**config.mk**
```make
export PLATFORM = sky130hd
export DESIGN_NAME = arch_state_loader
export DESIGN_NICKNAME = d
export VERILOG_FILES = /design/src/rtl/arch_state_loader.sv
export SDC_FILE = /design/constraint.sdc
export NUM_CORES = 2
export LEC_CHECK = 0
export BUFFER_PORTS_ARGS = -buffer_cell sky130_fd_sc_hd__buf_2
export CAP_MARGIN = 20
export CORE_AREA = 2 2 513 515
export DETAILED_ROUTE_END_ITERATION = 6
export DIE_AREA = 0 0 515 517
export GPL_TIMING_DRIVEN = 0
export PLACE_DENSITY = 0.39
export SYNTH_ARGS = -nofsm -noshare
export SYNTH_HDL_FRONTEND = slang
export SYNTH_SLANG_ARGS = --single-unit
```
**constraint.sdc**
```tcl
create_clock -name clk -period 76.4 [get_ports clk]
set_input_delay 15.28 -clock clk [delete_from_list [all_inputs] [get_ports clk]]
set_output_delay 15.28 -clock clk [all_outputs]
set_load 0.01 [all_outputs]
```
**src/rtl/arch_state_loader.sv**
```systemverilog
// Architectural state loader: latches a snapshot and replays it as GPR writes, optional CSR writes
// (enabled by ARCH_STATE_LOADER_CSR_EN), and then a one-cycle PC redirect with a done pulse.
module arch_state_loader #(
  parameter int XLEN  = 32,
  parameter int NREGS = 32
) (
  input  logic                  clk,
  input  logic                  reset,
  input  logic                  load_valid,
  output logic                  load_ready,
  input  logic [XLEN-1:0]       pc,
  input  logic [NREGS*XLEN-1:0] regs_flat,
  input  logic [XLEN-1:0]       mtvec,
  input  logic [XLEN-1:0]       mepc,
  input  logic [XLEN-1:0]       mstatus,
  input  logic [XLEN-1:0]       mcause,
  input  logic                  wr_ready,
  output logic                  rf_wen,
  output logic [4:0]            rf_waddr,
  output logic [XLEN-1:0]       rf_wdata,
  output logic                  csr_wen,
  output logic [11:0]           csr_waddr,
  output logic [XLEN-1:0]       csr_wdata,
  output logic                  redirect_valid,
  output logic [XLEN-1:0]       redirect_pc,
  output logic                  core_stall,
  output logic                  done
);

  typedef enum logic [1:0] {IDLE, GPR, CSR, REDIRECT} state_t;

  state_t                     state, state_nxt;
  logic [4:0]                 idx;
  logic [NREGS-1:0][XLEN-1:0] regs_q;
  logic [XLEN-1:0]            pc_q;
  logic                       accept, gpr_last, csr_last;
  logic [11:0]                csr_addr;
  logic [XLEN-1:0]            csr_data;

  assign accept   = (state == IDLE) && load_valid;
  assign gpr_last = (state == GPR) && wr_ready && (idx == 5'(NREGS-1));

`ifdef ARCH_STATE_LOADER_CSR_EN
  localparam bit HAS_CSR = 1'b1;

  logic [1:0]            cidx;
  logic [3:0][XLEN-1:0]  csr_q;   // [0]=mstatus [1]=mtvec [2]=mepc [3]=mcause

  assign csr_last = (state == CSR) && wr_ready && (cidx == 2'd3);
  assign csr_data = csr_q[cidx];

  always_ff @(posedge clk or posedge reset) begin
    if (reset) begin
      cidx  <= '0;
      csr_q <= '0;
    end else if (accept) begin
      cidx  <= '0;
      csr_q <= {mcause, mepc, mtvec, mstatus};
    end else if ((state == CSR) && wr_ready) begin
      cidx  <= cidx + 2'd1;
    end
  end

  always_comb begin
    csr_addr = 12'h300;
    case (cidx)
      2'd0: csr_addr = 12'h300;
      2'd1: csr_addr = 12'h305;
      2'd2: csr_addr = 12'h341;
      2'd3: csr_addr = 12'h342;
      default: csr_addr = 12'h300;
    endcase
  end
`else
  localparam bit HAS_CSR = 1'b0;

  logic unused_csr;
  assign unused_csr = ^{mtvec, mepc, mstatus, mcause};
  assign csr_last   = 1'b0;
  assign csr_addr   = '0;
  assign csr_data   = '0;
`endif

  always_ff @(posedge clk or posedge reset) begin
    if (reset) state <= IDLE;
    else       state <= state_nxt;
  end

  always_comb begin
    state_nxt = state;
    case (state)
      IDLE:     if (load_valid) state_nxt = GPR;
      GPR:      if (gpr_last)   state_nxt = HAS_CSR ? CSR : REDIRECT;
      CSR:      if (csr_last)   state_nxt = REDIRECT;
      REDIRECT:                 state_nxt = IDLE;
      default:                  state_nxt = IDLE;
    endcase
  end

  // x0 is skipped by starting at 1; idx wraps back to 0 after the last GPR write
  always_ff @(posedge clk or posedge reset) begin
    if (reset) begin
      idx    <= '0;
      regs_q <= '0;
      pc_q   <= '0;
    end else if (accept) begin
      idx    <= 5'd1;
      regs_q <= regs_flat;
      pc_q   <= pc;
    end else if ((state == GPR) && wr_ready) begin
      idx    <= idx + 5'd1;
    end
  end

  always_comb begin
    load_ready     = (state == IDLE);
    core_stall     = (state != IDLE);
    rf_wen         = 1'b0;
    rf_waddr       = '0;
    rf_wdata       = '0;
    csr_wen        = 1'b0;
    csr_waddr      = '0;
    csr_wdata      = '0;
    redirect_valid = 1'b0;
    redirect_pc    = '0;
    done           = 1'b0;
    case (state)
      GPR: begin
        rf_wen   = 1'b1;
        rf_waddr = idx;
        rf_wdata = regs_q[idx];
      end
      CSR: begin
        csr_wen   = HAS_CSR;
        csr_waddr = csr_addr;
        csr_wdata = csr_data;
      end
      REDIRECT: begin
        redirect_valid = 1'b1;
        redirect_pc    = pc_q;
        done           = 1'b1;
      end
      default: ;
    endcase
  end

endmodule

```
## After elaboration in Yosys (flattened, before gate mapping)

Cells that the tools add are included.
Widths: inputs -> output; s select.

- Bits in registers: 1,063
- Bits of input ports: 1,188

- Add/sub/neg operators: 1
- Order comparisons: 1
- Eq/ne operators: 6
- Mux-type cells: 12
- Bitwise operators: 1
- Reductions and logical operators: 7

Operators by type and width:

| cell | count |
|---|---|
| $bmux 32 s5 | 1 |
| $mux 32 | 3 |
| $mux 5 | 3 |
| $lt 5x6->1 const B | 1 |
| $pmux 2 s3 | 1 |
| $add 5x1->5 const B | 1 |
| $eq 5x5->1 const B | 1 |
| $eq 2x2->1 const B | 2 |
| $mux 2 | 2 |
| $ne 2x2->1 const B | 2 |
| $reduce_bool 2->1 | 2 |
| $logic_and 1x1->1 | 3 |
| $reduce_and 3->1 | 1 |
| $eq 2x1->1 const B | 1 |
| $logic_not 2->1 | 1 |
| $mux 1 | 2 |
| $not 1->1 | 1 |

## Depth between registers and ports, before layout

- Word-level depth: 5
- Mapped depth: 8
- Depth with buffers taken out: 5

## Worst setup path after synthesis

OpenSTA, ideal clock, no wires.

- Kind: reg-to-output
- Start: register idx[1]
- End: output port rf_wdata[0]
- Data arrival time: 1,715 ps
- Slack: 59,405 ps
- Cell stages (with the launch flop): 7
- Buffers on the path: 3
- Cells stage by stage: dfrtp_1 -> buf_2 -> buf_2 -> clkbuf_1 -> mux4_2 -> a22oi_1 -> nand4_1

- Cells in the longest elaborated chain, start to end: 3

RTL lines:

| element | RTL line | text |
|---|---|---|
| from (decl) | 33 | `logic [4:0] idx;` |
| from (signal assigned) | 111 | `idx <= idx + 5'd1;` |
| $bmux 32 s5 | 131 | `rf_wdata = regs_q[idx];` |
| $mux 32 (not written as such) | 131 |  |
| $mux 32 | 127 | `case (state)` |
| to (decl) | 20 | `output logic [XLEN-1:0] rf_wdata,` |

No other way between the ends. The select of a mux whose other input is x is not followed.

## Worst setup path after layout

- Start: register idx[1]
- End: output port rf_wdata[7]

The elaborated chain is that of the path after synthesis.

==> metrics <==
Worst slew margin -6.19%; vias in the first global route 34900; WL met3 23.5 mm; Crit Path Max Fanout 10; area share of fa/ha/maj cells after synthesis 0.0525%; Pwr per Cell Area 34.2 nW/um^2; R2R setup slack 73.15 ns; final hold violation count 0; H-tree levels 4; Final Max Tran Viols 1; Avg Synthesized Cell Area 16.6 um^2; CP max stage cell a22oi_1; Setup Viol. Count Final 0; wire per inst 33.7 um; Post-Syn Area 47700 um^2; final-stage net count 5401; Data required, critical path 61.12 ns; via count 32900; RSZ-0062 raised after global routing false; Syn. warnings 0; post-cts sizing count 0; root buffer cell clkbuf_16; Buf/Inv on CP 4; met2 wire length 126 mm; synthesized flop and latch total 1063; Num CTS Buffers 142; worst path arrival time 5.17 ns; Met1 Wirelength 105 mm; post-CTS setup buffer count 0; Die W 515 um; CP Capture Type primary output; layout cells sized above 1 57.8%; top-area cell type share of the netlist area 55.8%; commonest non-fill, non-tap cell in the layout buf_2; post-synthesis xor/xnor area fraction 0.0367%; DRT Pass-1 Iters 5; largest family of logic cells by synthesized area multiplexers; most frequent cells in the layout buf_2, dfrtp_1, mux2_2; Final Cycle Share 26.8%; clk slew on worst S/H paths 0.05 ns; Top delay family on crit path buffers and inverters; largest cells by area after synthesis dfrtp_1, mux2_2, mux4_2; Core Region 261000 um^2; complex-gate fraction of the synthesized area 2.06%; Peak VDD IR 0.0000211 V; Critical Setup Path Class register to primary output; Worst Max-Slew Pin Slew 1.59 ns; Fillers 27600; Die Ht 517 um; GR Util All Layers 19.4%; failing checks slew limit; crit-path cells buf_2 > buf_2 > buf_1 > mux4_2 > a22oi_1 > nand4_1 > buf_2; DIE AREA 266000 um^2; Initial Util 18.3%; top layer in use met5; f_max 0.0489 GHz; Yosys cell types 32; Tot Pwr 2160 uW; routed vias/inst 4.21; routability cong. 0.823; first-pass GRT wire length 341 mm; grt ovf 0; leakage power 0.0278 uW; detailed-route wire length 264 mm; status complete, but fails checks; placed wire-length estimate 217 mm; Syn Inst Count 2874; Post-Route Skew 0.0273 ns; largest area contributor in the netlist dfrtp_1; Period minus WS final 20.45 ns; area grow syn2layout 32.3%; Hold/Removal Path Class register to register; mux contribution to synthesized area 37.1%; worst skew pair latency 0.78 ns; crit-path max cell delay 0.87 ns; number of routed nets with antenna violations 0; row cnt 188; setup TNS 0 ns; Critical Path Source Type register; Clock Sinks 1063; IO Pins 1307; CTS tree yes; largest net degree at the start of global routing 118; Longest Clk Path Bufs 3; initial antenna violation count 309; CP dominant cell by count buf_2; hold buffer count at cts 0; drt drc 0; Simple-Gate Fraction of Synth Area 1.27%; number of DRC markers in iteration 0 1799; number of port buffers 1133; max cap viols 0; part of the Yosys area used for sequential elements 55.8%
-- cells in the mapped netlist --
cell type and number:
and3b_1 1, buf_2 105, nand2_1 1, and3_1 33, ha_1 2, mux2_2 661
buf_4 56, nand4_1 33, o21ai_0 1, nand3_1 1, a21oi_1 1, and2_1 8
a22o_1 2, dfrtp_1 1063, conb_1 1, nor4b_1 1, a22oi_1 127, xor2_1 2
nand3b_1 2, nor2_1 6, nor3_1 1, buf_6 56, clkbuf_1 42, nor3b_2 1
and4bb_2 1, and4b_1 2, nor2b_1 3, nor3_2 1, inv_1 4, mux4_2 256
buf_1 4, mux2_1 396
-- power by group --
group	switching (uW)	internal [uW]
combinational	416	292
clock	284	396
sequential	77.2	690
total	778	1380
-- sequential cells by signal, indices dropped and copies added (netlist names) --
register  cells
regs_q     1024
pc_q         32
idx           5
state         2
-- cell families (layout without fill, tap and decap cells) --
| family | after synthesis | in the layout |
|---|---|---|
| AO/OA/AOI/OAI | 131 | 131 |
| XOR/XNOR | 2 | 2 |
| adder cells (fa/ha/maj) | 2 | 2 |
| buffers and inverters | 267 | 1665 |
| flip-flops | 1063 | 1063 |
| multiplexers | 1313 | 1313 |
| other | 1 | 137 |
| AND/OR/NAND/NOR | 95 | 95 |
-- per-layer routing --
| metal | track usage (%) | vias up |
|---|---|---|
| met3 | 7.43 | 604 |
| met1 | 23.1 | 17000 |
| met4 | 4.75 | 190 |
| li1 | - | 13600 |
| met5 | 0 | - |
| met2 | 32.8 | 1476 |
-- through the flow --
step	setup WS, ns	instance area [um^2]	hold WS, ns	util [%]	std cells
2_1_floorplan	31.20	47800	0.452	-	2918
3_3_place_gp	14.83	57800	0.462	22.1	7471
3_5_place_dp	56.60	58100	0.469	22.3	7487
4_1_cts	55.72	62800	0.481	24.1	7736
5_1_grt	55.77	62900	0.489	24.1	7773
6_report	55.95	63000	0.480	24.1	7828
-- path summary, 6_finish.rpt --
check,start,to,cells after the start
max,idx[1],rf_wdata[7],7
max in group asynchronous,reset,pc_q[19],7
max reg2reg,state[1],regs_q[19],6
min in group asynchronous,reset,regs_q[648],2
min,regs_q[244],regs_q[244],1
min reg2reg,regs_q[244],regs_q[244],1
-- worst register-to-register path, cell delays in order, from the launching register on --
cell	delay (ns)
dfrtp_1	0.41
nor2_1	0.54
and2_1	0.21
buf_2	0.44
buf_2	0.52
buf_2	0.56
mux2_2	0.43
-- layout make-up --
class	instances	area, um^2	share of cell area [%]
clock buffer	210	4080	6.47
clock inverter	39	596	0.945
tap	3420	4280	6.79
buffer	263	1750	2.78
multi-input combinational	1588	19500	30.9
timing repair buffer	1149	6020	9.54
antenna	92	230	0.365
inverter	4	22.5	0.0357
sequential	1063	26600	42.2
Power figures use the tool's default switching activity.
